$ cat src/rtl/card_shoe_if.sv
// card_shoe_if: groups the card_shoe request and status signals.
//   draw       : level draw request, each rising edge asks for one card
//   shuffle    : synchronous refill request
//   card       : last dealt rank, 1..13
//   card_valid : one-cycle pulse when card takes a new value
//   cards_left : undealt cards, 0..52
//   empty      : cards_left == 0
//   busy       : deal FSM not idle
//   deal_err   : one-cycle pulse when a draw is refused
interface card_shoe_if;
    logic       draw;
    logic       shuffle;
    logic [3:0] card;
    logic       card_valid;
    logic [5:0] cards_left;
    logic       empty;
    logic       busy;
    logic       deal_err;

    modport master (
        output draw, shuffle,
        input  card, card_valid, cards_left, empty, busy, deal_err
    );

    modport slave (
        input  draw, shuffle,
        output card, card_valid, cards_left, empty, busy, deal_err
    );
endinterface

$ cat src/rtl/card_shoe.sv
// card_shoe: 52-card shoe dealing random ranks without replacement.
// Ports:
//   clock  : single rising-edge clock
//   resetn : asynchronous active-low reset, released synchronously
//   bus    : card_shoe_if slave modport (draw/shuffle in, card/status out)
// Parameter:
//   SEED   : LFSR reset value (0 is replaced by 16'h0001)
// Build option:
//   CARD_SHOE_AUTO_RESHUFFLE_EN : a draw on an empty shoe refills it and
//   deals normally instead of pulsing deal_err.
module card_shoe #(
    parameter logic [15:0] SEED = 16'hACE1
) (
    input  logic        clock,
    input  logic        resetn,
    card_shoe_if.slave  bus
);

    typedef enum logic [1:0] {IDLE, PICK, SEARCH, DEAL} state_t;

    localparam logic [15:0] SEED_EFF = (SEED == 16'h0000) ? 16'h0001 : SEED;

    logic        rst_sync_q;
    state_t      state_q, state_d;
    logic [15:0] lfsr_q;
    logic        draw_q;
    logic [3:0]  cand_q, cand_d;
    logic [2:0]  cnt_q [13];
    logic [2:0]  cnt_d [13];
    logic [5:0]  left_q, left_d;
    logic [3:0]  card_q, card_d;
    logic        valid_q, valid_d;
    logic        err_q, err_d;
    logic        draw_edge;
    logic [3:0]  cand_idx;

    // Reset asserts immediately but releases on a clock edge, so the
    // first draw edge can only be registered on the second clock.
    always_ff @(posedge clock or negedge resetn) begin
        if (!resetn) rst_sync_q <= 1'b0;
        else         rst_sync_q <= 1'b1;
    end

    assign draw_edge = bus.draw & ~draw_q;
    assign cand_idx  = cand_q - 4'd1;

    always_comb begin
        state_d = state_q;
        cand_d  = cand_q;
        cnt_d   = cnt_q;
        left_d  = left_q;
        card_d  = card_q;
        valid_d = 1'b0;
        err_d   = 1'b0;
        if (bus.shuffle) begin
            // Refill wins over everything, including a same-cycle draw edge.
            for (int unsigned i = 0; i < 13; i++) cnt_d[i] = 3'd4;
            left_d  = 6'd52;
            state_d = IDLE;
        end else begin
            case (state_q)
                IDLE: begin
                    if (draw_edge) begin
                        if (left_q != 6'd0) begin
                            state_d = PICK;
                        end else begin
`ifdef CARD_SHOE_AUTO_RESHUFFLE_EN
                            for (int unsigned i = 0; i < 13; i++) cnt_d[i] = 3'd4;
                            left_d  = 6'd52;
                            state_d = PICK;
`else
                            err_d = 1'b1;
`endif
                        end
                    end
                end
                PICK: begin
                    cand_d  = 4'((lfsr_q[7:0] % 8'd13) + 8'd1);
                    state_d = SEARCH;
                end
                SEARCH: begin
                    // Linear probe from the random start; a non-empty shoe
                    // guarantees a hit within 13 steps.
                    if (cnt_q[cand_idx] != 3'd0) state_d = DEAL;
                    else cand_d = (cand_q == 4'd13) ? 4'd1 : cand_q + 4'd1;
                end
                DEAL: begin
                    cnt_d[cand_idx] = cnt_q[cand_idx] - 3'd1;
                    left_d  = left_q - 6'd1;
                    card_d  = cand_q;
                    valid_d = 1'b1;
                    state_d = IDLE;
                end
                default: state_d = IDLE;
            endcase
        end
    end

    always_ff @(posedge clock or negedge rst_sync_q) begin
        if (!rst_sync_q) begin
            state_q <= IDLE;
            lfsr_q  <= SEED_EFF;
            draw_q  <= 1'b0;
            cand_q  <= 4'd1;
            for (int unsigned i = 0; i < 13; i++) cnt_q[i] <= 3'd4;
            left_q  <= 6'd52;
            card_q  <= 4'd0;
            valid_q <= 1'b0;
            err_q   <= 1'b0;
        end else begin
            state_q <= state_d;
            lfsr_q  <= {lfsr_q[14:0], lfsr_q[15] ^ lfsr_q[13] ^ lfsr_q[12] ^ lfsr_q[10]};
            draw_q  <= bus.draw;
            cand_q  <= cand_d;
            cnt_q   <= cnt_d;
            left_q  <= left_d;
            card_q  <= card_d;
            valid_q <= valid_d;
            err_q   <= err_d;
        end
    end

    assign bus.card       = card_q;
    assign bus.card_valid = valid_q;
    assign bus.cards_left = left_q;
    assign bus.empty      = (left_q == 6'd0);
    assign bus.busy       = (state_q != IDLE);
    assign bus.deal_err   = err_q;

endmodule

$ cat src/flat_wrapper.sv
// flat-port wrapper written by rule: the top's interface ports become plain ports
module card_shoe_flat 
#(
    parameter logic [15:0] SEED = 16'hACE1
)
  (clock, resetn, bus_draw, bus_shuffle, bus_card, bus_card_valid, bus_cards_left, bus_empty, bus_busy, bus_deal_err);
  card_shoe_if bus_i ();
  input  logic clock;
  input  logic resetn;
  input wire logic [$bits(bus_i.draw)-1:0] bus_draw;
  input wire logic [$bits(bus_i.shuffle)-1:0] bus_shuffle;
  output wire logic [$bits(bus_i.card)-1:0] bus_card;
  output wire logic [$bits(bus_i.card_valid)-1:0] bus_card_valid;
  output wire logic [$bits(bus_i.cards_left)-1:0] bus_cards_left;
  output wire logic [$bits(bus_i.empty)-1:0] bus_empty;
  output wire logic [$bits(bus_i.busy)-1:0] bus_busy;
  output wire logic [$bits(bus_i.deal_err)-1:0] bus_deal_err;
  assign bus_i.draw = bus_draw;
  assign bus_i.shuffle = bus_shuffle;
  assign bus_card = bus_i.card;
  assign bus_card_valid = bus_i.card_valid;
  assign bus_cards_left = bus_i.cards_left;
  assign bus_empty = bus_i.empty;
  assign bus_busy = bus_i.busy;
  assign bus_deal_err = bus_i.deal_err;
  card_shoe #(.SEED(SEED)) u_core (.clock(clock), .resetn(resetn), .bus(bus_i));
endmodule
$ cat config.mk
export PLATFORM = sky130hd
export DESIGN_NAME = card_shoe_flat
export DESIGN_NICKNAME = d
export VERILOG_FILES = /design/src/rtl/card_shoe_if.sv /design/src/rtl/card_shoe.sv /design/src/flat_wrapper.sv
export SDC_FILE = /design/constraint.sdc
export NUM_CORES = 1
export LEC_CHECK = 0
export CORE_MARGIN = 1.5
export CORE_UTILIZATION = 34
export CTS_CLUSTER_DIAMETER = 30
export DETAILED_ROUTE_END_ITERATION = 16
export GPL_TIMING_DRIVEN = 0
export HOLD_SLACK_MARGIN = 0.08
export MAX_ROUTING_LAYER = met4
export SYNTH_ARGS = -nofsm -noshare
export SYNTH_HDL_FRONTEND = slang
export SYNTH_SLANG_ARGS = --single-unit
$ cat constraint.sdc
create_clock -name clock -period 2.4 [get_ports clock]
set_input_delay 0.48 -clock clock [delete_from_list [all_inputs] [get_ports clock]]
set_output_delay 0.48 -clock clock [all_outputs]
set_load 0.01 [all_outputs]
== After elaboration in Yosys (flattened, before gate mapping) ==
Index checks and enable logic that the tools add are counted.
W data, S select, Z words.

* Flip-flop bits (word level): 75
* Bits in read-only memories: 0
* Bits in latches: 0
* Output and inout port bits: 14
* Logic and storage cells: 80
* Memories kept: 0
* RAM bits: 0
* Bits of input ports: 4

* $mul: 0
* Bitwise operators: 7
* Shift operators: 0
* $add $sub $neg: 5
* Divide/modulo/power cells: 1
* $lt $le $gt $ge: 2
* Muxes and demuxes: 24
* Reductions and logical operators: 11
* Equality and inequality tests: 8

{| class="wikitable"
|+ Operators with widths
! cell !! count
|-
| $mux W39 || 2
|-
| $bwmux W39 || 1
|-
| $bmux W3 S4 || 1
|-
| $demux W3 S4 || 1
|-
| $mux W6 || 2
|-
| $mux W3 || 3
|-
| $ne A3 B2 Y1 const B || 3
|-
| $add A4 B1 Y4 const B || 2
|-
| $mod A8 B4 Y8 const B || 1
|-
| $mux W2 || 4
|-
| $mux W4 || 2
|-
| $pmux W2 S4 || 1
|-
| $pmux W4 S2 || 1
|-
| $logic_not A6 Y1 || 1
|-
| $mux W1 || 6
|-
| $reduce_and A3 Y1 || 2
|-
| $reduce_bool A2 Y1 || 3
|-
| $reduce_bool A6 Y1 || 1
|-
| $sub A6 B1 Y6 const B || 1
|-
| $ge A5 B5 Y1 const B || 1
|-
| $lt A5 B1 Y1 const B || 1
|-
| $not A4 Y5 || 1
|-
| $eq A2 B2 Y1 const B || 2
|-
| $eq A4 B4 Y1 const B || 1
|-
| 11 further kinds || 14
|}

== Logic depth before layout (Yosys ltp) ==
* Word-level depth: 9
* Depth in mapped cells: 20
* Gate-level depth less buffers: 18

== Least setup slack after synthesis ==
No wires, ideal clock.

* Kind: register to register
* Start: register u_core.cand_q[0]
* End: register u_core.cand_q[2]
* Buffers on the path: 4
* Period minus slack after synthesis: 4.339 ns
* Arrival time: 4.213 ns
* Cell stages (with the launch flop): 16
* Path slack: -1.939 ns
* Required time: 2.274 ns
* Library setup time: 0.126 ns
* Cells stage by stage: dfstp_2 > clkbuf_1 > clkbuf_1 > inv_1 > ha_1 > clkbuf_1 > mux4_2 > mux2i_1 > o21ai_0 > a21oi_1 > clkbuf_1 > ha_1 > nand2_1 > a21oi_1 > o21ai_0 > a221o_1

* Cells in the longest elaborated chain, start to end: 8
* Elaborated cells between the ends (all ways): 13
* Classes of those cells: add/sub: 2; eq/ne: 2; mux: 6; bitwise: 1; reduce/logical: 2

{| class="wikitable"
|+ RTL lines
! item !! RTL line !! RTL
|-
| start, declared || card_shoe.sv:27 || <nowiki>logic [3:0] cand_q, cand_d;</nowiki>
|-
| start signal, assigned || card_shoe.sv:114 || <nowiki>cand_q <= cand_d;</nowiki>
|-
| $sub A4 B1 Y4 || card_shoe.sv:45 || <nowiki>assign cand_idx = cand_q - 4'd1;</nowiki>
|-
| $not A4 Y5 (not written as such) || card_shoe.sv:84 || <nowiki>if (cnt_q[cand_idx] != 3'd0) state_d = DEAL;</nowiki>
|-
| $bmux W3 S4 || card_shoe.sv:84 ||
|-
| $mux W3 (not written as such) (2 in series) || card_shoe.sv:84 ||
|-
| $reduce_bool A3 Y1 || card_shoe.sv:84 ||
|-
| $ne A2 B2 Y1 (no source line) || -- ||
|-
| $reduce_and A3 Y1 (no source line) || -- ||
|}

Several ways; a longest one is shown, not always the timed one. The select of a mux whose other input is x is not followed.
A chain may end at the register's enable or synchronous reset.

== Worst setup path in the final report ==
* Start: register u_core.lfsr_q[6]
* End: register u_core.cand_q[2]

* Cells in the longest elaborated chain, start to end: 3

{| class="wikitable"
|+ RTL lines
! item !! RTL line !! RTL
|-
| start, declared || card_shoe.sv:25 || <nowiki>logic [15:0] lfsr_q;</nowiki>
|-
| start signal, assigned || card_shoe.sv:112 || <nowiki>lfsr_q <= {lfsr_q[14:0], lfsr_q[15] ^ lfsr_q[13] ^ lfsr_q[12] ^ lfsr_q[10]};</nowiki>
|-
| $mod A8 B4 Y8 || card_shoe.sv:78 || <nowiki>cand_d = 4'((lfsr_q[7:0] % 8'd13) + 8'd1);</nowiki>
|-
| $add A4 B1 Y4 || card_shoe.sv:78 ||
|-
| $pmux W4 S2 || card_shoe.sv:61 || <nowiki>case (state_q)</nowiki>
|}

No other way between the ends.

==> results.cfg <==
[sta]
rsz0062_at_grt = true
holdWs_ns = 0.277
post-route-worst-setup-slack_ns = -1.65
fin_skew_ns = 0.00910
slew_headroom_pct = 49.9
finalCriticalPeriod_ns = 4.05
finalSetupViolCount = 39
finalCritPeriodShare_pct = 169
fmax_ghz = 0.247
worstMarginPinSlew_ns = 0.751
finalHoldViolations = 0
finalMaxSlewViolations = 0

[setup_path]
path_class = flip-flop to flip-flop
crit_slowest_cell = dfstp_2
worst-path-max-fanout = 5
cp-end-kind = flip-flop
start_kind = flip-flop
cpLargestDelayFamily = compound AO/OA/AOI/OAI gates
cpPeakStageDelay_ns = 0.58
worstPathRequired_ns = 2.63
crit_arrival_ns = 4.28
cp_num_buf_inv = 1
worstPathCellList = and3b_1 > mux2_4 > a222oi_1 > buf_4 > nand2_2 > o211ai_1 > o21ai_2 > ha_2 > nand2b_4 > and2_4 > o211a_1 > o211ai_1 > nand4_2 > xnor2_2 > ha_2 > xnor2_2 > xor2_1 > a221o_1

[die]
die_h_um = 116
core_um2 = 12600
start_util_pct = 34.7
die_area_um2 = 13500
io_pins = 18
row_count = 41
die_w_um = 116

[hold_path]
hold_class = input port to async pin

[routing]
dr.pass1.iters = 5
drt_wl_total_um = 11900
drc = 0
wire_per_inst_um = 17.0
postRouteAntennaNets = 0
vias = 3791
first_iter_violations = 318
viasPerCell = 5.42

[pwr]
p_leak_nw = 2.37
ir_worst_vdd_mv = 0.367
powerDensity_nw_per_um2 = 802
finalPower_mw = 4.73

[clock_network]
cts_tree = done
cts_htree_levels = 3
clk_latency_ns = 0.34
clockRootBuffer = clkbuf_16
clkTransAtPathRegs_ns = 0.07
clock_sinks = 75
cts_max_path_buffers = 2
cts_buffers = 9

[grt]
grt-ovfl-total = 0
antenna_found_initial = 0
grt_pass1_wl_um = 19300
use_met1_pct = 22.8
grtUsageMet3_pct = 4.46
grt_pass1_vias = 3782
grt_max_degree = 44
track_usage_pct = 19.3
use_met2_pct = 31.9
top_usage_layer = met2

[synthesis]
synth_area_leaders = dfrtp_1 29%, dfstp_2 15%, nor2_1 5.2%
synth_commonest_cells = 60 x nor2_1, 50 x dfrtp_1, 35 x nand2_1
synth_warnings = 0
ys_seq_area_share_pct = 43.8
yosysMostFrequentCell = nor2_1
synth_cell_types = 53
syn_area_um2 = 4360
synth.avg_cell_area_um2 = 9.60
netlist.area_leader.share_pct = 28.7
yosys.area.top_type = dfrtp_1
syn_nets = 475
synth_seq_cells = 75
ys.flop_type = dfrtp_1
synth_edf_count = 0
async_flop_share_pct = 100
syn_inst = 454

[final_layout]
num_antenna_cells = 0
finish.utilization_pct = 46.9
area_growth_pct = 35.3
drive_gt1_share_pct = 33.7
final_cell_count_no_fill = 700
finalNetCount = 544

[place]
dp_slack_ns = -2.07
port-buffer-count = 17
gp_congestion = 0.886
dp_hpwl_um = 7970
dp_cells = 644

[outcome]
outcome = finished with violations
violations = setup timing

[flow_run]
max-cap-violations = 0
## registers in the layout, indices dropped and copies added (netlist names)
name and cells:
u_core.lfsr_q 16, u_core.bus.card 4, u_core.bus.deal_err 1, u_core.draw_q 1
u_core.cnt_q 39, u_core.bus.cards_left 6, u_core.rst_sync_q 1, u_core.bus.card_valid 1
u_core.cand_q 4, u_core.state_q 2
## report_power, final
part | switching, mW | internal (mW) | leakage, nW
Combinational | 1.02 | 0.861 | 1.27
Sequential | 0.0965 | 1.37 | 0.948
Clock | 0.572 | 0.820 | 0.143
## layout by cell type (no fill, tap or decap), types with 12 or more instances in the layout
cell type,n
nand3_1,18
nor2_1,56
dfrtp_1,48
buf_4,33
nand2_1,32
a21oi_1,18
inv_1,13
a211o_1,13
o21ai_0,13
buf_6,12
dfstp_2,25
clkdlybuf4s50_1,17
## path summary, 6_finish.rpt
kind	from	endpoint	slack, ns	depth (start not counted)
min in group clock	u_core.lfsr_q[14]	u_core.lfsr_q[15]	0.36	0
max	u_core.lfsr_q[6]	u_core.cand_q[2]	-1.65	18
max in group asynchronous	u_core.rst_sync_q	u_core.bus.cards_left[4]	1.49	1
min	resetn	u_core.rst_sync_q	0.28	1
min reg2reg	u_core.rst_sync_q	u_core.bus.card_valid	0.28	0
max reg2reg	u_core.lfsr_q[6]	u_core.cand_q[2]	-1.65	18
## cells by family after synthesis
group | share of synthesized area [%]
AND/OR/NAND/NOR | 19.9
AO/OA/AOI/OAI | 15.5
flip-flops | 43.8
other | 0.0861
buffers and inverters | 3.91
XOR/XNOR | 3.82
adder cells (fa/ha/maj) | 4.88
multiplexers | 8.07
## area by class of cell
class                   count  area (µm²)
repair buffers             60         556
clock buffers               9         225
well taps                 172         215
fillers                  1141        6670
flip-flops and latches     75        1910
clock inverters             7        80.1
inverters                  16        67.6
plain buffers              24         210
multi-input cells         337        2630
## repair_timing
| action | 4_1_cts | 5_1_grt |
|---|---|---|
| pin swaps | 14 | 9 |
| buffers inserted | 26 | 14 |
| resized for setup | 49 | 33 |
| cloned | 2 | 0 |
| hold buffers | 0 | 0 |
| endpoints found under the setup margin | 45 | 45 |
## metal layers
layer	share of wire, %	routed length [µm]	up-vias
met5	0	0	-
met4	2.5	295	0
met3	4.9	587	25
met2	51	6070	110
met1	41	4930	1895
li1	-	-	1761
## metrics by stage
stage / cell area (µm²) / setup TNS, ns
after global routing: 5900 / -31.92
final: 5900 / -27.27
after CTS: 5710 / -22.57
after detailed placement: 5020 / -35.17
after global placement: 4990 / -69.92
after floorplan: 4600 / -18.65
Note: power is estimated with default switching activity, not from simulation.
==> edit, RTL diff (same settings) <==
The option `CARD_SHOE_AUTO_RESHUFFLE_EN` is turned on by a define.
--- a/src/rtl/card_shoe.sv
+++ b/src/rtl/card_shoe.sv
@@ -10,2 +10,4 @@
 //   deals normally instead of pulsing deal_err.
+`define CARD_SHOE_AUTO_RESHUFFLE_EN
+
 module card_shoe #(
Function: no difference found for any inputs over 10 cycles, from zero or initial values and one cycle with resetn low; that may be too few to reach the edited logic, so the function may still have changed.
==> edit against the unedited design <==
The flow still finishes with violations (setup timing); cell area grew 3.6%; sequential cell count shrank 1; critical path type unchanged; worst setup slack gained 220 ps; count of clock-buffer cells in the layout did not move; synthesized area is 1.1% higher; largest power group unchanged; largest cell class unchanged; power rose by 5.8%; core utilization is 1.5 points higher; non-clock buffer count increased by 3; routed wire length decreased by 0.68%.
==> edit: results (changes against the unedited design) <==
antenna_found_initial: 0  # unchanged
crit_path_max_incr_delay_ps: 540  # -40 ps
synth_area_leaders: "dfrtp_1 (28%), dfstp_2 (15%), nand2_1 (4.9%), ha_1 (4.8%), mux4_2 (3.6%)"
clk_latency_ps: 330
r2r_cells: 17  # -1
hpwl_mm: 7.38  # -7.5%
worst_pin_slew_ps: 741  # -9.78 ps
portBuffers: 16  # -1
largest-register: "u_core.cnt_q"
fin_nets: 556  # +2.2%
whs_ps: 280  # +2.84 ps
seq_area_frac_synth_pct: 42.8  # -1.0 points
yosys_warnings: 0  # unchanged
r2r_start: "u_core.lfsr_q[6]"
first_pass_iters: 4  # -1
violations: "setup timing"
largest_register_ffs: 39  # unchanged
grt_use_total_pct: 18.7  # -0.57 points
peakVddDrop_mv: 0.446  # +22%
numCtsBuffers: 9  # unchanged
grt_max_degree: 39  # -11%
setup_viol: 45  # +15%
grt_first_pass_wirelength_mm: 19.3  # about the same
dpl_cell_area_mm2: 0.00497  # -0.97%
status: "finished with violations"
drive_gt1_share_pct: 38.5  # +4.8 points
cts.clk_slew.worst_paths_ps: 60
wirelength_mm: 11.8  # -0.68%
cp-start-kind: "flip-flop"
gr-total-overflow: 0  # unchanged
root_buffer: "clkbuf_16"
htree_levels: 3  # unchanged
setup_ws_ps: -1440  # +217 ps
hp-class: "in2async"
clk_path_buf_depth: 2  # unchanged
dp_slack_ps: -1790  # +274 ps
p_leak_uw: 0.00259  # +9.7%
crit_family: "compound AO/OA/AOI/OAI gates"
grt_pass1_vias: 3776  # -0.16%
path_max_fanout: 5  # unchanged
crit_path_top_delay_cell: "dfstp_2"
synth.top_cells.by_count: "nand2_1 (57), dfrtp_1 (49), nor2_1 (35)"
vias: 3876  # +2.2%
drt-initial-drc-count: 241  # -24%
finalWeightedCongestion: 0.873  # -1.5%
finClkSkew_ps: 8.07  # -1.03 ps
yosys.cell_types.count: 73  # +38%
synth_nets: 486  # +2.3%
[edit: cells by family (layout without fill, tap and decap cells)]
logic type	Yosys count	after routing	synth area share [%]
AOI/OAI and AO/OA	139	139	22.0
xor gates and xnor gates	14	14	3.10
adders and majority gates	17	17	4.83
buffers and inverters	59	134	6.00
DFF	74	74	42.8
muxes	15	15	5.43
other	2	2	0.171
and+or+nand+nor	145	145	15.7
[edit: power breakdown]
group          leakage (uW)  switching, uW  internal, uW  total (uW)
Combinational       0.00151           1180           931        2110
Clock              0.000151            525           907        1430
Sequential         0.000931            109          1350        1460
[edit: metrics by stage]
step / TNS [ps] / total power, uW / std cells / utilization [%]
after detailed placement: -43520 / 3040 / 654 / 39.4
after global routing: -36980 / 5290 / 712 / 48.4
final: -31000 / 5000 / 712 / 48.4
after global placement: -71000 / 3020 / 653 / 39.2
after floorplan: -21900 / 2580 / 465 / -
after CTS: -30110 / 4800 / 705 / 46.8
[edit: final timing paths]
check	end
max in group asynchronous	u_core.cnt_q[23]
hold reg to reg	u_core.state_q[1]
hold / removal	u_core.rst_sync_q
setup / recovery	u_core.cand_q[3]
setup reg to reg	u_core.cand_q[3]
min in group clock	u_core.lfsr_q[9]
[edit: cell type report]
type	count	area (um2)
clock inverter	7	93.8
clock buffer	9	225
multi-input combinational	332	2740
tap	172	215
inverter	31	129
buffer	26	262
fill	1164	6510
timing repair buffer	61	558
sequential	74	1890
[edit: what timing repair did]
action | in CTS | in global routing
gates cloned | 3 | 0
resized for setup | 75 | 38
buffers inserted | 32 | 10
pin swaps | 27 | 22
setup endpoints to repair | 46 | 51
[edit: per-layer routing]
metal | vias to the layer above | global-route usage [%] | wire (um)
met5 | - | - | 0
met3 | 23 | 2.32 | 473
met1 | 1951 | 24.9 | 5290
li1 | 1807 | - | -
met4 | 0 | 6.99 | 274
met2 | 95 | 29.6 | 5760
[edit: worst reg2reg max path, cell delays in order, from the launching register on]
cell,delay (ps)
dfstp_2,540
buf_6,120
buf_4,110
xnor2_1,130
o32ai_2,160
nor4_4,370
nand2_1,150
o21ai_2,180
a21oi_2,90
ha_2,180
nor2b_4,140
o21ai_1,140
a22oi_2,90
o21a_4,240
buf_4,150
o41ai_4,300
xnor3_1,370
a211o_1,260
